<file path="src/rtl/outport_hex_display.sv">
// -----------------------------------------------------------------------------
// outport_hex_display
//
// Display front end for the picoMIPS outport. Each strobed CPU value is
// queued in a small FIFO. Each value stays on the display for at least HOLD
// clocks, so fast program output remains readable. The value shown is driven
// onto a 2-digit, multiplexed, active-low 7-segment hex display.
//
// Ports:
//   clk    in   system clock, rising edge (same clock as the CPU)
//   reset  in   asynchronous, active-low master reset
//   din    in   [n-1:0] value from the CPU outport
//   we     in   capture strobe, sampled on the rising edge
//   shown  out  [n-1:0] value currently on the display
//   count  out  [$clog2(DEPTH):0] FIFO occupancy
//   ovf    out  sticky overflow flag (a strobe arrived while full, no pop)
//   seg    out  [6:0] segments {g,f,e,d,c,b,a}, active-low
//   an     out  [1:0] digit enables, active-low; an[0] low nibble, an[1] high
// -----------------------------------------------------------------------------
module outport_hex_display #(
   parameter int n     = 8,  // data width, two hex digits only
   parameter int DEPTH = 4,  // FIFO entries, power of 2, >= 2
   parameter int HOLD  = 4,  // minimum clocks each value is shown, >= 1
   parameter int SCAN  = 2   // clocks per digit in the scan, >= 1
) (
   input  logic                       clk,
   input  logic                       reset,
   input  logic [n-1:0]               din,
   input  logic                       we,
   output logic [n-1:0]               shown,
   output logic [$clog2(DEPTH):0]     count,
   output logic                       ovf,
   output logic [6:0]                 seg,
   output logic [1:0]                 an
);

   localparam int AW = $clog2(DEPTH);
   localparam int CW = AW + 1;
   localparam int DW = (HOLD > 1) ? $clog2(HOLD) : 1;
   localparam int SW = (SCAN > 1) ? $clog2(SCAN) : 1;

   localparam logic [DW-1:0] DWELL_MAX = DW'(HOLD - 1);
   localparam logic [SW-1:0] SCAN_MAX  = SW'(SCAN - 1);
   localparam logic [CW-1:0] FULL_CNT  = CW'(DEPTH);

   // Segment patterns for hex digits 0..F, {g,f,e,d,c,b,a}, active-low.
   function automatic logic [6:0] hex7(input logic [3:0] nib);
      logic [6:0] s;
      // NOTE: every output of combinational code gets a default first, so
      // no path through the case can leave it unassigned and infer a latch.
      s = 7'h7F;
      case (nib)
         4'h0: s = 7'h40;
         4'h1: s = 7'h79;
         4'h2: s = 7'h24;
         4'h3: s = 7'h30;
         4'h4: s = 7'h19;
         4'h5: s = 7'h12;
         4'h6: s = 7'h02;
         4'h7: s = 7'h78;
         4'h8: s = 7'h00;
         4'h9: s = 7'h10;
         4'hA: s = 7'h08;
         4'hB: s = 7'h03;
         4'hC: s = 7'h46;
         4'hD: s = 7'h21;
         4'hE: s = 7'h06;
         4'hF: s = 7'h0E;
         default: s = 7'h7F;
      endcase
      return s;
   endfunction

   logic [n-1:0]  mem [DEPTH];
   logic [AW-1:0] wr_ptr;
   logic [AW-1:0] rd_ptr;
   logic [DW-1:0] dwell;   // clocks the current value has been shown, saturating
   logic [SW-1:0] sc;      // clocks spent on the current digit
   logic          d;       // digit being scanned: 0 = low nibble, 1 = high

   logic pop;
   logic push;
   logic drop;

   // A pop frees a slot on the same edge, so a full FIFO can still accept a
   // value when the dwell period of the head has just ended.
   always_comb begin
      pop  = (dwell == DWELL_MAX) && (count != '0);
      push = we && ((count != FULL_CNT) || pop);
      drop = we && !push;
   end

   // NOTE: the storage array carries no reset; an entry is read only after
   // it has been written, and leaving it out keeps the array a plain RAM.
   always_ff @(posedge clk) begin
      if (push) begin
         mem[wr_ptr] <= din;
      end
   end

   // NOTE: all state updates use non-blocking assignments so every register
   // sees the pre-edge values of the others, matching the hardware.
   always_ff @(posedge clk or negedge reset) begin
      if (!reset) begin
         wr_ptr <= '0;
         rd_ptr <= '0;
         count  <= '0;
         shown  <= '0;
         ovf    <= 1'b0;
         dwell  <= DWELL_MAX;   // saturated, so the first value shows promptly
         sc     <= '0;
         d      <= 1'b0;
         seg    <= 7'h7F;
         an     <= 2'b11;
      end else begin
         // Dwell and pop
         if (pop) begin
            shown  <= mem[rd_ptr];
            rd_ptr <= rd_ptr + 1'b1;
            dwell  <= '0;
         end else if (dwell != DWELL_MAX) begin
            dwell  <= dwell + 1'b1;
         end

         // Push; pointers wrap naturally because DEPTH is a power of 2
         if (push) begin
            wr_ptr <= wr_ptr + 1'b1;
         end
         case ({push, pop})
            2'b10:   count <= count + 1'b1;
            2'b01:   count <= count - 1'b1;
            default: count <= count;
         endcase

         if (drop) begin
            ovf <= 1'b1;
         end

         // Digit scan
         if (sc == SCAN_MAX) begin
            sc <= '0;
            d  <= ~d;
         end else begin
            sc <= sc + 1'b1;
         end

         // Registered drive from pre-edge digit select and shown value
         if (d) begin
            an  <= 2'b01;
            seg <= hex7(shown[7:4]);
         end else begin
            an  <= 2'b10;
            seg <= hex7(shown[3:0]);
         end
      end
   end

endmodule

</file>
<file path="config.mk">
export PLATFORM = sky130hd
export DESIGN_NAME = outport_hex_display
export DESIGN_NICKNAME = d
export VERILOG_FILES = /design/src/rtl/outport_hex_display.sv
export SDC_FILE = /design/constraint.sdc
export NUM_CORES = 1
export LEC_CHECK = 0
export BUFFER_PORTS_ARGS = -buffer_cell sky130_fd_sc_hd__buf_4
export CAP_MARGIN = 40
export CORE_ASPECT_RATIO = 1.5
export CORE_MARGIN = 4
export CORE_UTILIZATION = 52
export DETAILED_ROUTE_END_ITERATION = 8
export PLACE_DENSITY = 0.86
export SYNTH_ARGS = -nofsm -noshare
export SYNTH_HDL_FRONTEND = slang
export SYNTH_SLANG_ARGS = --single-unit
</file>
<file path="constraint.sdc">
create_clock -name clk -period 2.2 [get_ports clk]
set_clock_uncertainty 0.05 [all_clocks]
set_input_delay 0.44 -clock clk [delete_from_list [all_inputs] [get_ports clk]]
set_output_delay 0.44 -clock clk [all_outputs]
set_load 0.02 [all_outputs]
</file>
After elaboration in Yosys (flattened, before gate mapping) --
Memories as Yosys holds them, arrays and structs flattened. A register that Yosys moved wholly into a read port is not among the register bits. Index checks and enable logic that the tools add are counted. Widths: inputs -> output; s select.
Word-level totals: latch bits 0, memories 3, bits of input ports 11, register bits after elaboration 21, RAM bits 32, bits in read-only memories 224, output and inout port bits 21
Memory list:
- (no name shown) | words 16, width 7, rd ports 1, clocked after Yosys merged registers in 0, write ports 0, RTL line 52 | case (nib)
- (no name shown) | words 16, width 7, rd ports 1, clocked after Yosys merged registers in 0, write ports 0, RTL line 52
- mem | words 4, width 8, rd ports 1, clocked after Yosys merged registers in 1, write ports 1, RTL line 74 | logic [n-1:0] mem [DEPTH];
Operators by class: bitwise operators 1, $add $sub $neg 6, reductions and logical operators 9, mux-type cells 8, equal/unequal tests 5, div/mod/pow operators 0, magnitude comparators 0, shift-type cells 0, $mul 0
Operator list (number):
- $mux 7 | 1
- $add 2x1->2 const B | 3
- $mux 2 | 3
- $pmux 3 s2 | 1
- $eq 2x2->1 const B | 2
- $reduce_bool 2->1 | 2
- $add 3x1->3 const B | 1
- $logic_and 1x1->1 | 3
- $mux 1 | 3
- $ne 3x3->1 const B | 1
- $reduce_bool 3->1 | 1
- $sub 3x1->3 const B | 1
- $eq 2x1->1 const B | 1
- $logic_not 1->1 | 2
- $ne 2x2->1 const B | 1
- $add 1x1->1 const B | 1
- $logic_or 1x1->1 | 1
- $not 1->1 | 1

Longest topological paths before layout --
Gate-level depths: netlist of run 1.
depth in word-level cells 6, depth in mapped cells 10, depth with buffers taken out 8

Worst setup path before layout of run 1 --
No wires, ideal clock.
path kind register -> register, start point register dwell[0], end point register count[2], required time 2005 ps, path slack -213 ps, arrival time 2218 ps, cell stages (with the launch flop) 10, library setup time 145 ps, period minus slack after synthesis 2413 ps, path buffers 2, cells stage by stage dfstp_2 ha_1 buf_2 o21ai_2 buf_4 or2_2 fa_1 nand2b_1 o221ai_1 o221ai_1
On the way: cells in the longest elaborated chain, start to end 6, elaborated cells on any way between the ends 8, those cells by class eq/ne (3); mux (1); reduce/logical (4)
RTL lines:
- start: declaration | RTL line 77 | logic [DW-1:0] dwell;
- start signal: assignment | RTL line 122 | dwell <= dwell + 1'b1;
- $eq 2x2->1 * | RTL line 88 | pop = (dwell == DWELL_MAX) && (count != '0);
- $logic_and 1x1->1 * | RTL line 88
- $logic_or 1x1->1 | RTL line 89 | push = we && ((count != FULL_CNT) || pop);
- $logic_and 1x1->1 | RTL line 89
- $eq 2x1->1 / $eq 2x2->1 (equally long branches) | RTL line 129 | case ({push, pop})
- $pmux 3 s2 / $reduce_bool 2->1 (equally long branches)
- end signal: assignment | RTL line 130 | 2'b10: count <= count + 1'b1;
- end signal: assignment | RTL line 131 | 2'b01: count <= count - 1'b1;
- end signal: assignment | RTL line 132 | default: count <= count;
- end: declaration | RTL line 31 | output logic [$clog2(DEPTH):0] count,
Mark *: on every way between the ends. The rest lies on a longest branch, timed or not. A chain may end at the register's enable or synchronous reset.

Worst setup path after layout of run 1 --
Ends and elaborated chain as after synthesis.

==> results of run 1 <==
state kept, by name, summed over array words and instances, names as in the netlist, 2 cells and up:
name and flops:
mem 32, shown 8, seg 7, count 3, an 2, dwell 2, rd_ptr 2, wr_ptr 2
metal layers:
metal  part of all wire, %  track usage, %
met2                    55           28.16
met1                    37           15.94
met3                   3.9           4.044
met4                   3.7           10.23
met5                     0               0
through the flow:
stage	hold slack [ns]	cells
after global routing	0.2428	324
after floorplan	0.09441	212
after CTS	0.2335	322
final	0.2543	324
after detailed placement	0.3333	305
after global placement	0.3295	305
synthesized netlist by cell type (3+ instances only):
| cell type | count |
|---|---|
| xor2_1 | 4 |
| nand2_1 | 11 |
| mux2_2 | 9 |
| dfrtp_1 | 18 |
| mux4_2 | 9 |
| o21ai_0 | 5 |
| nand2b_1 | 8 |
| ha_1 | 17 |
| and2_1 | 5 |
| buf_2 | 5 |
| a21oi_1 | 10 |
| edfxtp_1 | 32 |
| mux2i_1 | 4 |
| inv_1 | 15 |
| a31oi_1 | 3 |
| dfstp_2 | 11 |
| o211ai_1 | 4 |
| nor2_1 | 11 |
repair_timing:
item                                   4_1_cts  5_1_grt
setup endpoints to repair                    0        1
buffers inserted                             0        2
hold buffers                                 1        0
endpoints found under the hold margin       18        0
worst min path at each step:
| stage | start | endpoint | slack, ns | cells after the start |
|---|---|---|---|---|
| CTS | din[3] | mem[0][3]$_DFFE_PP_ | 0.23 | 1 |
| global placement | reset | shown[2]$_DFFE_PN0P_ | 0.33 | 1 |
| floorplan | reset | count[0]$_DFFE_PN0P_ | 0.09 | 0 |
| global route | din[2] | mem[1][2]$_DFFE_PP_ | 0.24 | 1 |
| finish | din[3] | mem[0][3]$_DFFE_PP_ | 0.25 | 1 |
| detailed placement | reset | shown[2]$_DFFE_PN0P_ | 0.33 | 1 |
placed cells by master, fill, tap and decap left out, types with 2 or more instances in the layout:
cell type and n:
inv_1 15, a22oi_1 2, bufinv_16 2, a221oi_1 2, xnor2_1 2, a32oi_1 2
mux2i_1 4, mux2_2 9, mux4_2 9, nor2_1 11, and2_1 5, buf_4 35
o221ai_1 2, or2_4 2, a21oi_1 10, o211ai_1 4, dfrtp_1 18, xor2_1 4
nor3_1 2, clkbuf_8 9, nand2b_1 7, ha_1 16, clkinvlp_4 4, edfxtp_1 32
nand2_1 11, a31oi_1 3, dfstp_2 11, o21ai_0 4
cells by family after synthesis:
logic type      Yosys count
mux                      23
xor+xnor                  6
flops                    61
simple gates             44
buf+inv                  25
compound gates           35
fa+ha+maj                18
cell type report:
| class | instances | area (um^2) | share of cell area, % |
|---|---|---|---|
| Sequential cell | 61 | 1700 | 48.94 |
| Multi-Input combinational cell | 126 | 1135 | 32.66 |
| Timing Repair Buffer | 36 | 272.8 | 7.850 |
| Clock buffer | 9 | 123.9 | 3.565 |
| Clock inverter | 7 | 98.84 | 2.845 |
| Tap cell | 70 | 87.58 | 2.521 |
| Inverter | 15 | 56.30 | 1.620 |
worst register-to-register path, stage by stage, from the launching register on:
cell      delay [ns]
dfstp_2         0.56
ha_4            0.16
o21ai_2         0.07
or2_4           0.24
fa_2            0.36
nand2b_4        0.15
o221ai_1        0.19
o221ai_1        0.14
report_power, final:
group          total, mW  internal, mW  switching, mW
Combinational       2.30          1.14           1.16
Clock               1.09         0.640          0.450
Sequential          2.02          1.63          0.384
==> flow_metrics.py, run 1 <==
metrics = {
    "critical_path": {
        "crit_arrival_ns": 2.20,
        "rrSetupSlack_ns": 0.15,
        "crit_type": "reg -> reg",
        "timing.rr.start": "dwell[0]$_DFFE_PN1P_",
        "rr_worst_depth": 7,
        "path_max_fanout": 4,
        "required_ns": 2.35,
        "critPathMaxStageDelay_ns": 0.56,
        "cp-start-kind": "flop",
        "crit_chain": "ha_4, o21ai_2, or2_4, fa_2, nand2b_4, o221ai_1, o221ai_1",
        "worst-path-buf-inv": 0,
        "r2r-end": "count[2]$_DFFE_PN0P_",
        "cp-endpoint": "count[2]$_DFFE_PN0P_",
        "crit_family": "flip-flops",
        "cpMaxStageDelayCell": "dfstp_2",
        "crit_path_end_kind": "flop",
        "cpMostUsedCell": "o221ai_1",
        "timing.critical_path.from": "dwell[0]$_DFFE_PN1P_",
        "crit_cells": 7,
    },
    "clock_tree": {
        "clockRootBuffer": "clkbuf_8",
        "clock_path_buffers": 2,
        "post_cts_resized": 0,
        "path_clk_slew_ns": 0.07,
        "cts_buffers": 9,
        "cts_tree": "done",
        "htreeDepth": 3,
        "cts_sinks": 61,
        "clk-insertion-delay-late_ns": 0.33,
    },
    "route": {
        "ant_nets": 0,
        "wl_um": 5011,
        "vias_per_cell": 5.472,
        "firstDrtPassIters": 4,
        "avgRoutedWirePerCell_um": 15.47,
        "via_count": 1773,
        "drc": 0,
        "drt_iter0_drc": 141,
    },
    "global_route": {
        "grt_overflow": 0,
        "track_usage_pct": 15.70,
        "grt_max_degree": 30,
        "grt_pass1_vias": 1849,
        "antenna_found_initial": 0,
        "grt_pass1_wl_um": 8397,
    },
    "cells_and_area": {
        "drive_gt1_share_pct": 35.83,
        "syn_to_final_growth_pct": 19.13,
        "fin_util_pct": 63.75,
        "final_area_um2": 3475,
        "fin_nets": 278,
        "antennaDiodeCount": 0,
        "fillers": 407,
    },
    "placed_design": {
        "portBuffers": 31,
        "dpl_cell_area_um2": 3227,
        "hpwlAfterDp_um": 3613,
        "gp_congestion": 0.8030,
        "place_worst_setup_slack_ns": 0.1082,
    },
    "sta": {
        "worst_slack_ns": 0.1469,
        "rsz0062_at_grt": "false",
        "totalNegativeSetupSlack_ns": 0,
        "slew_violations": 0,
        "hold_viol_final": 0,
        "timing.fmax_mhz": 487.1,
        "period_needed_ns": 2.053,
        "finalSetupViolCount": 0,
        "relSlewSlack_pct": 68.37,
        "post-route-period-util_pct": 93.32,
        "max_slew.worst_pin.slew_ns": 0.4744,
    },
    "floorplanning": {
        "die_x_um": 69.15,
        "ios": 32,
        "num_rows": 33,
        "dieArea_um2": 6896,
        "fp.dieH_um": 99.72,
        "core_area_um2": 5450,
        "start_util_pct": 53.51,
    },
    "yosys": {
        "synthFlopType": "edfxtp_1",
        "ys_ff_latch": 61,
        "synth_fa_ha_area_share_pct": 7.979,
        "synthSimpleGateAreaFrac_pct": 7.808,
        "async_flop_share_pct": 47.54,
        "syn_inst": 212,
        "synth_area_um2": 2917,
        "synth_top_family_by_area": "multiplexers",
        "synth_edf_count": 32,
        "synthesis.nets": 241,
        "syn_avg_cell_area_um2": 13.76,
        "synth-compound-area-share_pct": 7.979,
        "synth_top_area_cell": "edfxtp_1",
        "yosysSeqAreaShare_pct": 58.30,
        "synth_mux_area_share_pct": 12.31,
        "synth_xor_area_share_pct": 1.802,
        "yosys-top-cells-area": "edfxtp_1, dfrtp_1, dfstp_2",
        "yosysUniqueCellTypes": 40,
        "yosysTopAreaCellShare_pct": 32.95,
        "synth_warnings": 0,
    },
    "power": {
        "p_per_area_nw_per_um2": 1557,
        "p_total_mw": 5.409,
        "p_leak_nw": 1.430,
        "peakVddDrop_mv": 0.7344,
    },
    "flow_run": {
        "drv_cap": 0,
    },
    "run_status": {
        "status": "complete, no violations",
    },
    "hold_path": {
        "hp-class": "in -> reg",
    },
}
Note: power is estimated with default switching activity, not from simulation.
==> inputs of run 2 (changes only) <==
--- a/config.mk
+++ b/config.mk
@@ -12,6 +12,7 @@
 export CORE_UTILIZATION = 52
 export DETAILED_ROUTE_END_ITERATION = 8
 export PLACE_DENSITY = 0.86
+export REMOVE_ABC_BUFFERS = 1
 export SYNTH_ARGS = -nofsm -noshare
 export SYNTH_HDL_FRONTEND = slang
 export SYNTH_SLANG_ARGS = --single-unit
==> flow_metrics.py, run 2 (synthesis gave the netlist of run 1 again) <==
metrics = {
    "route": {
        "drt_iter0_drc": 123,
        "ant_nets": 0,
        "vias_per_cell": 5.353,
        "firstDrtPassIters": 4,
        "avgRoutedWirePerCell_um": 14.64,
        "via_count": 1729,
        "drc": 0,
        "wl_um": 4730,
    },
    "cells_and_area": {
        "largest_register_ffs": 32,
        "top_register": "mem",
        "antennaDiodeCount": 0,
        "final_cell_mix": "buf_4, edfxtp_1, dfrtp_1",
        "layout_commonest_cell": "buf_4",
        "drive_gt1_share_pct": 34.78,
        "fin_nets": 277,
        "syn_to_final_growth_pct": 18.02,
        "top_regs": "mem: 32 flops, shown: 8 flops, seg: 7 flops",
    },
    "critical_path": {
        "crit_type": "reg -> reg",
        "crit_cells": 7,
        "cp-endpoint": "count[1]$_DFFE_PN0P_",
        "critPathMaxStageDelay_ns": 0.54,
        "crit_arrival_ns": 2.27,
        "cpMaxStageDelayCell": "dfstp_2",
        "crit_chain": "ha_2, o21ai_2, or2_2, fa_2, a211oi_1, o21ai_1, a22oi_1",
        "timing.critical_path.from": "dwell[0]$_DFFE_PN1P_",
        "worst-path-buf-inv": 0,
        "r2r-end": "count[1]$_DFFE_PN0P_",
        "rrSetupSlack_ns": 0.13,
        "path_max_fanout": 3,
        "timing.rr.start": "dwell[0]$_DFFE_PN1P_",
        "cp-start-kind": "flop",
        "crit_family": "adder cells",
        "rr_worst_depth": 7,
        "crit_path_end_kind": "flop",
        "required_ns": 2.40,
    },
    "sta": {
        "post-route-period-util_pct": 94.09,
        "hold_ws_ns": 0.2566,
        "finalSetupViolCount": 0,
        "hold_viol_final": 0,
        "timing.fmax_mhz": 483.1,
        "period_needed_ns": 2.070,
        "slew_violations": 0,
        "rsz0062_at_grt": "false",
        "relSlewSlack_pct": 65.60,
        "max_slew.worst_pin.slew_ns": 0.5161,
        "totalNegativeSetupSlack_ns": 0,
        "worst_slack_ns": 0.1300,
    },
    "floorplanning": {
        "start_util_pct": 53.51,
        "ios": 32,
        "num_rows": 33,
        "die_x_um": 69.15,
        "dieArea_um2": 6896,
        "fp.dieH_um": 99.72,
        "core_area_um2": 5450,
    },
    "global_route": {
        "grt_max_degree": 30,
        "grt_overflow": 0,
        "grt_pass1_vias": 1784,
        "track_usage_pct": 15.37,
        "grt_pass1_wl_um": 8245,
        "antenna_found_initial": 0,
    },
    "clock_tree": {
        "cts_sinks": 61,
        "cts_buffers": 9,
        "cts_tree": "done",
        "htreeDepth": 3,
        "path_clk_slew_ns": 0.07,
        "clock_path_buffers": 2,
        "clockRootBuffer": "clkbuf_8",
        "clk-insertion-delay-late_ns": 0.33,
    },
    "power": {
        "p_total_mw": 5.277,
        "p_leak_nw": 1.433,
        "p_per_area_nw_per_um2": 1533,
        "peakVddDrop_mv": 0.6076,
    },
    "placed_design": {
        "portBuffers": 31,
        "gp_congestion": 0.8056,
        "hpwlAfterDp_um": 3507,
        "place_worst_setup_slack_ns": 0.06735,
    },
    "flow_run": {
        "drv_cap": 0,
    },
    "hold_path": {
        "hp-class": "in -> reg",
    },
    "run_status": {
        "status": "complete, no violations",
    },
}
[run 2: repair_timing]
| action | 4_1_cts | 5_1_grt |
|---|---|---|
| endpoints found under the setup margin | 0 | 2 |
| endpoints found under the hold margin | 18 | 0 |
| resized for setup | 0 | 4 |
| hold buffers | 1 | 0 |
| buffers inserted | 0 | 0 |
[run 2: per-stage QoR]
stage          std cells  utilization, %  cell area (um^2)
2_1_floorplan        202               -              2861
6_report             323           63.15              3442
5_1_grt              323           63.15              3442
3_3_place_gp         306           58.79              3204
3_5_place_dp         306           58.79              3204
4_1_cts              323           62.92              3430
[run 2: final cells by class]
class / count / area, um^2
Tap cell: 70 / 87.58
Clock buffer: 10 / 127.6
Timing Repair Buffer: 35 / 265.3
Sequential cell: 61 / 1700
Inverter: 15 / 56.30
Multi-Input combinational cell: 126 / 1117
Clock inverter: 6 / 87.58
Fill cell: 423 / 2008
[run 2: worst min-delay path by stage]
stage | startpoint | endpoint | slack, ns | depth (start not counted)
floorplan | reset | count[0]$_DFFE_PN0P_ | 0.09 | 0
global placement | reset | shown[3]$_DFFE_PN0P_ | 0.33 | 1
detailed placement | reset | shown[7]$_DFFE_PN0P_ | 0.33 | 1
CTS | din[0] | mem[2][0]$_DFFE_PP_ | 0.24 | 1
global route | din[1] | mem[3][1]$_DFFE_PP_ | 0.24 | 1
finish | din[0] | mem[2][0]$_DFFE_PP_ | 0.26 | 1
[run 2: power by group]
part | internal (mW) | leakage [nW] | switching [mW] | total, mW
registers | 1.63 | 0.619 | 0.411 | 2.04
logic | 1.10 | 0.704 | 1.08 | 2.18
clock network | 0.637 | 0.110 | 0.417 | 1.05
total | 3.37 | 1.43 | 1.91 | 5.28
[run 2: worst reg2reg max path, delay by kind of cell, from the launching register on]
kind                       cells  cell delay, ns
adders and majority gates      2            0.60
and+or+nand+nor                1            0.29
AOI/OAI and AO/OA              4            0.50
DFF                            1            0.54
[run 2: metal layers]
metal / vias up / share of wire [%] / global-route usage [%]
li1: 835 / - / -
met1: 838 / 38 / 16.05
met2: 41 / 53 / 26.69
met3: 15 / 4.4 / 3.943
met4: 0 / 4.2 / 10.83
met5: - / 0 / 0
==> inputs of run 3 (changes only) <==
--- a/config.mk
+++ b/config.mk
@@ -9,9 +9,9 @@
 export CAP_MARGIN = 40
 export CORE_ASPECT_RATIO = 1.5
 export CORE_MARGIN = 4
-export CORE_UTILIZATION = 52
+export CORE_UTILIZATION = 35
 export DETAILED_ROUTE_END_ITERATION = 8
-export PLACE_DENSITY = 0.86
+export PLACE_DENSITY = 0.65
 export REMOVE_ABC_BUFFERS = 1
 export SYNTH_ARGS = -nofsm -noshare
 export SYNTH_HDL_FRONTEND = slang
==> flow_metrics.py, run 3 (synthesis gave the netlist of run 1 again) <==
metrics = {
    "floorplanning": {
        "num_rows": 40,
        "fp.dieH_um": 119.8,
        "start_util_pct": 36.20,
        "ios": 32,
        "die_x_um": 82.54,
        "dieArea_um2": 9888,
        "core_area_um2": 8058,
    },
    "route": {
        "drt_iter0_drc": 56,
        "highest_layer": "met4",
        "drc": 0,
        "avgRoutedWirePerCell_um": 13.38,
        "ant_nets": 0,
        "wl_met3_um": 243,
        "wl_met1_um": 1990,
        "vias_per_cell": 4.738,
        "via_count": 1715,
        "firstDrtPassIters": 4,
        "wl_met2_um": 2499,
        "wl_um": 4842,
    },
    "cells_and_area": {
        "drive_gt1_share_pct": 35.41,
        "final_cell_mix": "buf_4, edfxtp_1, dfrtp_1",
        "final_area_um2": 3573,
        "layout_commonest_cell": "buf_4",
        "antennaDiodeCount": 0,
        "top_regs": "mem: 32 flops, shown: 8 flops, seg: 7 flops",
        "top_register": "mem",
        "fin_nets": 281,
        "multiInputGateArea_um2": 1120,
        "syn_to_final_growth_pct": 22.52,
        "fin_cells": 362,
        "largest_register_ffs": 32,
        "seq_area_um2": 1700,
        "fillers": 715,
    },
    "flow_run": {
        "drv_cap": 0,
    },
    "hold_path": {
        "hp-class": "in -> reg",
    },
    "power": {
        "p_leak_nw": 1.471,
        "clock_power_share_pct": 22.7,
        "internal_power_mw": 3.521,
        "sequentialPowerShare_pct": 36.5,
        "peakVddDrop_mv": 0.5891,
        "p_per_area_nw_per_um2": 1534,
        "power_switching_mw": 1.961,
        "p_total_mw": 5.482,
        "swShare_pct": 35.77,
        "combPwrFrac_pct": 40.8,
    },
    "critical_path": {
        "crit_arrival_ns": 2.25,
        "cpMostUsedCell": "o221ai_1",
        "worst-path-buf-inv": 0,
        "path_max_fanout": 3,
        "critPathMaxStageDelay_ns": 0.55,
        "crit_path_end_kind": "flop",
        "cp-start-kind": "flop",
        "crit_chain": "ha_2, o21ai_2, or2_2, fa_1, nand2b_4, o221ai_1, o221ai_1",
        "required_ns": 2.34,
        "crit_family": "adder cells",
        "cpMaxStageDelayCell": "dfstp_2",
        "crit_type": "reg -> reg",
    },
    "clock_tree": {
        "path_clk_slew_ns": 0.05,
        "clockRootBuffer": "clkbuf_16",
        "post_cts_buffers": 0,
        "cts_sinks": 61,
        "cts_buffers": 9,
        "clock_path_buffers": 2,
        "clk-insertion-delay-late_ns": 0.32,
        "htreeDepth": 3,
        "cts_tree": "done",
    },
    "global_route": {
        "grt_pass1_wl_um": 8190,
        "grt_pass1_vias": 1685,
        "grt_overflow": 0,
        "grt_max_degree": 30,
        "antenna_found_initial": 0,
        "track_usage_pct": 11.14,
    },
    "placed_design": {
        "hpwlAfterDp_um": 3397,
        "dp_cells": 345,
        "gp_congestion": 0.7839,
        "dpl_cell_area_um2": 3278,
        "place_worst_setup_slack_ns": 0.07485,
        "portBuffers": 31,
    },
    "sta": {
        "period_needed_ns": 2.109,
        "slew_violations": 0,
        "rsz0062_at_grt": "false",
        "worst_slack_ns": 0.09124,
        "timing.fmax_mhz": 474.2,
        "hold_ws_ns": 0.2675,
        "post-route-period-util_pct": 95.85,
        "max_slew.worst_pin.slew_ns": 0.4794,
        "relSlewSlack_pct": 68.04,
        "finalSetupViolCount": 0,
        "hold_viol_final": 0,
    },
    "run_status": {
        "status": "complete, no violations",
    },
}
run 3: changes by cell type in the layout (fill, tap and decap cells not counted), moves of 2 or more:
cell | before | now
clkbuf_16 | 0 | 9
buf_4 | 34 | 38
clkbuf_8 | 9 | 0
bufinv_16 | 2 | 0
clkinvlp_4 | 0 | 2
run 3: power groups by stage:
stage	registers (mW)	logic, mW	clock network [mW]
after global placement	2.01	2.21	0
after detailed placement	2.03	2.25	0
final	2.00	2.23	1.25
after floorplan	2.19	1.33	0
after CTS	2.01	2.25	1.29
after global routing	2.07	2.53	1.32
run 3: path summary, 6_finish.rpt:
| check | from | slack, ns | depth (start not counted) | end |
|---|---|---|---|---|
| worst max-delay path | dwell[0]$_DFFE_PN1P_ | 0.09 | 7 | count[2]$_DFFE_PN0P_ |
| worst min-delay path | din[5] | 0.27 | 1 | mem[2][5]$_DFFE_PP_ |
| worst max register to register | dwell[0]$_DFFE_PN1P_ | 0.09 | 7 | count[2]$_DFFE_PN0P_ |
| worst min register to register | sc$_DFF_PN0_ | 0.39 | 1 | sc$_DFF_PN0_ |
| max in group asynchronous | reset | 1.26 | 2 | an[1]$_DFF_PN1_ |
| min in group asynchronous | reset | 0.53 | 2 | count[1]$_DFFE_PN0P_ |
run 3: per-layer routing:
layer	track usage (%)	vias up
li1	-	844
met1	13.46	825
met2	17.72	37
met3	3.078	9
met4	5.828	0
met5	0	-
run 3: area by class of cell:
cell class | count | share of cell area [%]
Multi-Input combinational cell | 126 | 31.34
Sequential cell | 61 | 47.58
Timing Repair Buffer | 39 | 8.263
Clock inverter | 5 | 1.050
Inverter | 15 | 1.576
Clock buffer | 11 | 6.513
Tap cell | 105 | 3.676
run 3: worst reg2reg max path, cell delays in order, from the launching register on:
cell      delay [ns]
dfstp_2         0.55
ha_2            0.19
o21ai_2         0.06
or2_2           0.28
fa_1            0.39
nand2b_4        0.16
o221ai_1        0.17
o221ai_1        0.13
run 3: what timing repair did:
action                     4_1_cts  5_1_grt
resized for setup                0        4
setup endpoints to repair        0        2
hold buffers                     1        0
hold endpoints to repair        18        0
run 3: metrics by stage:
stage	setup TNS [ns]	utilization, %
finish	0	44.35
global route	0	44.35
CTS	0	44.16
detailed placement	0	40.68
global placement	0	40.68
floorplan	-0.3770	-
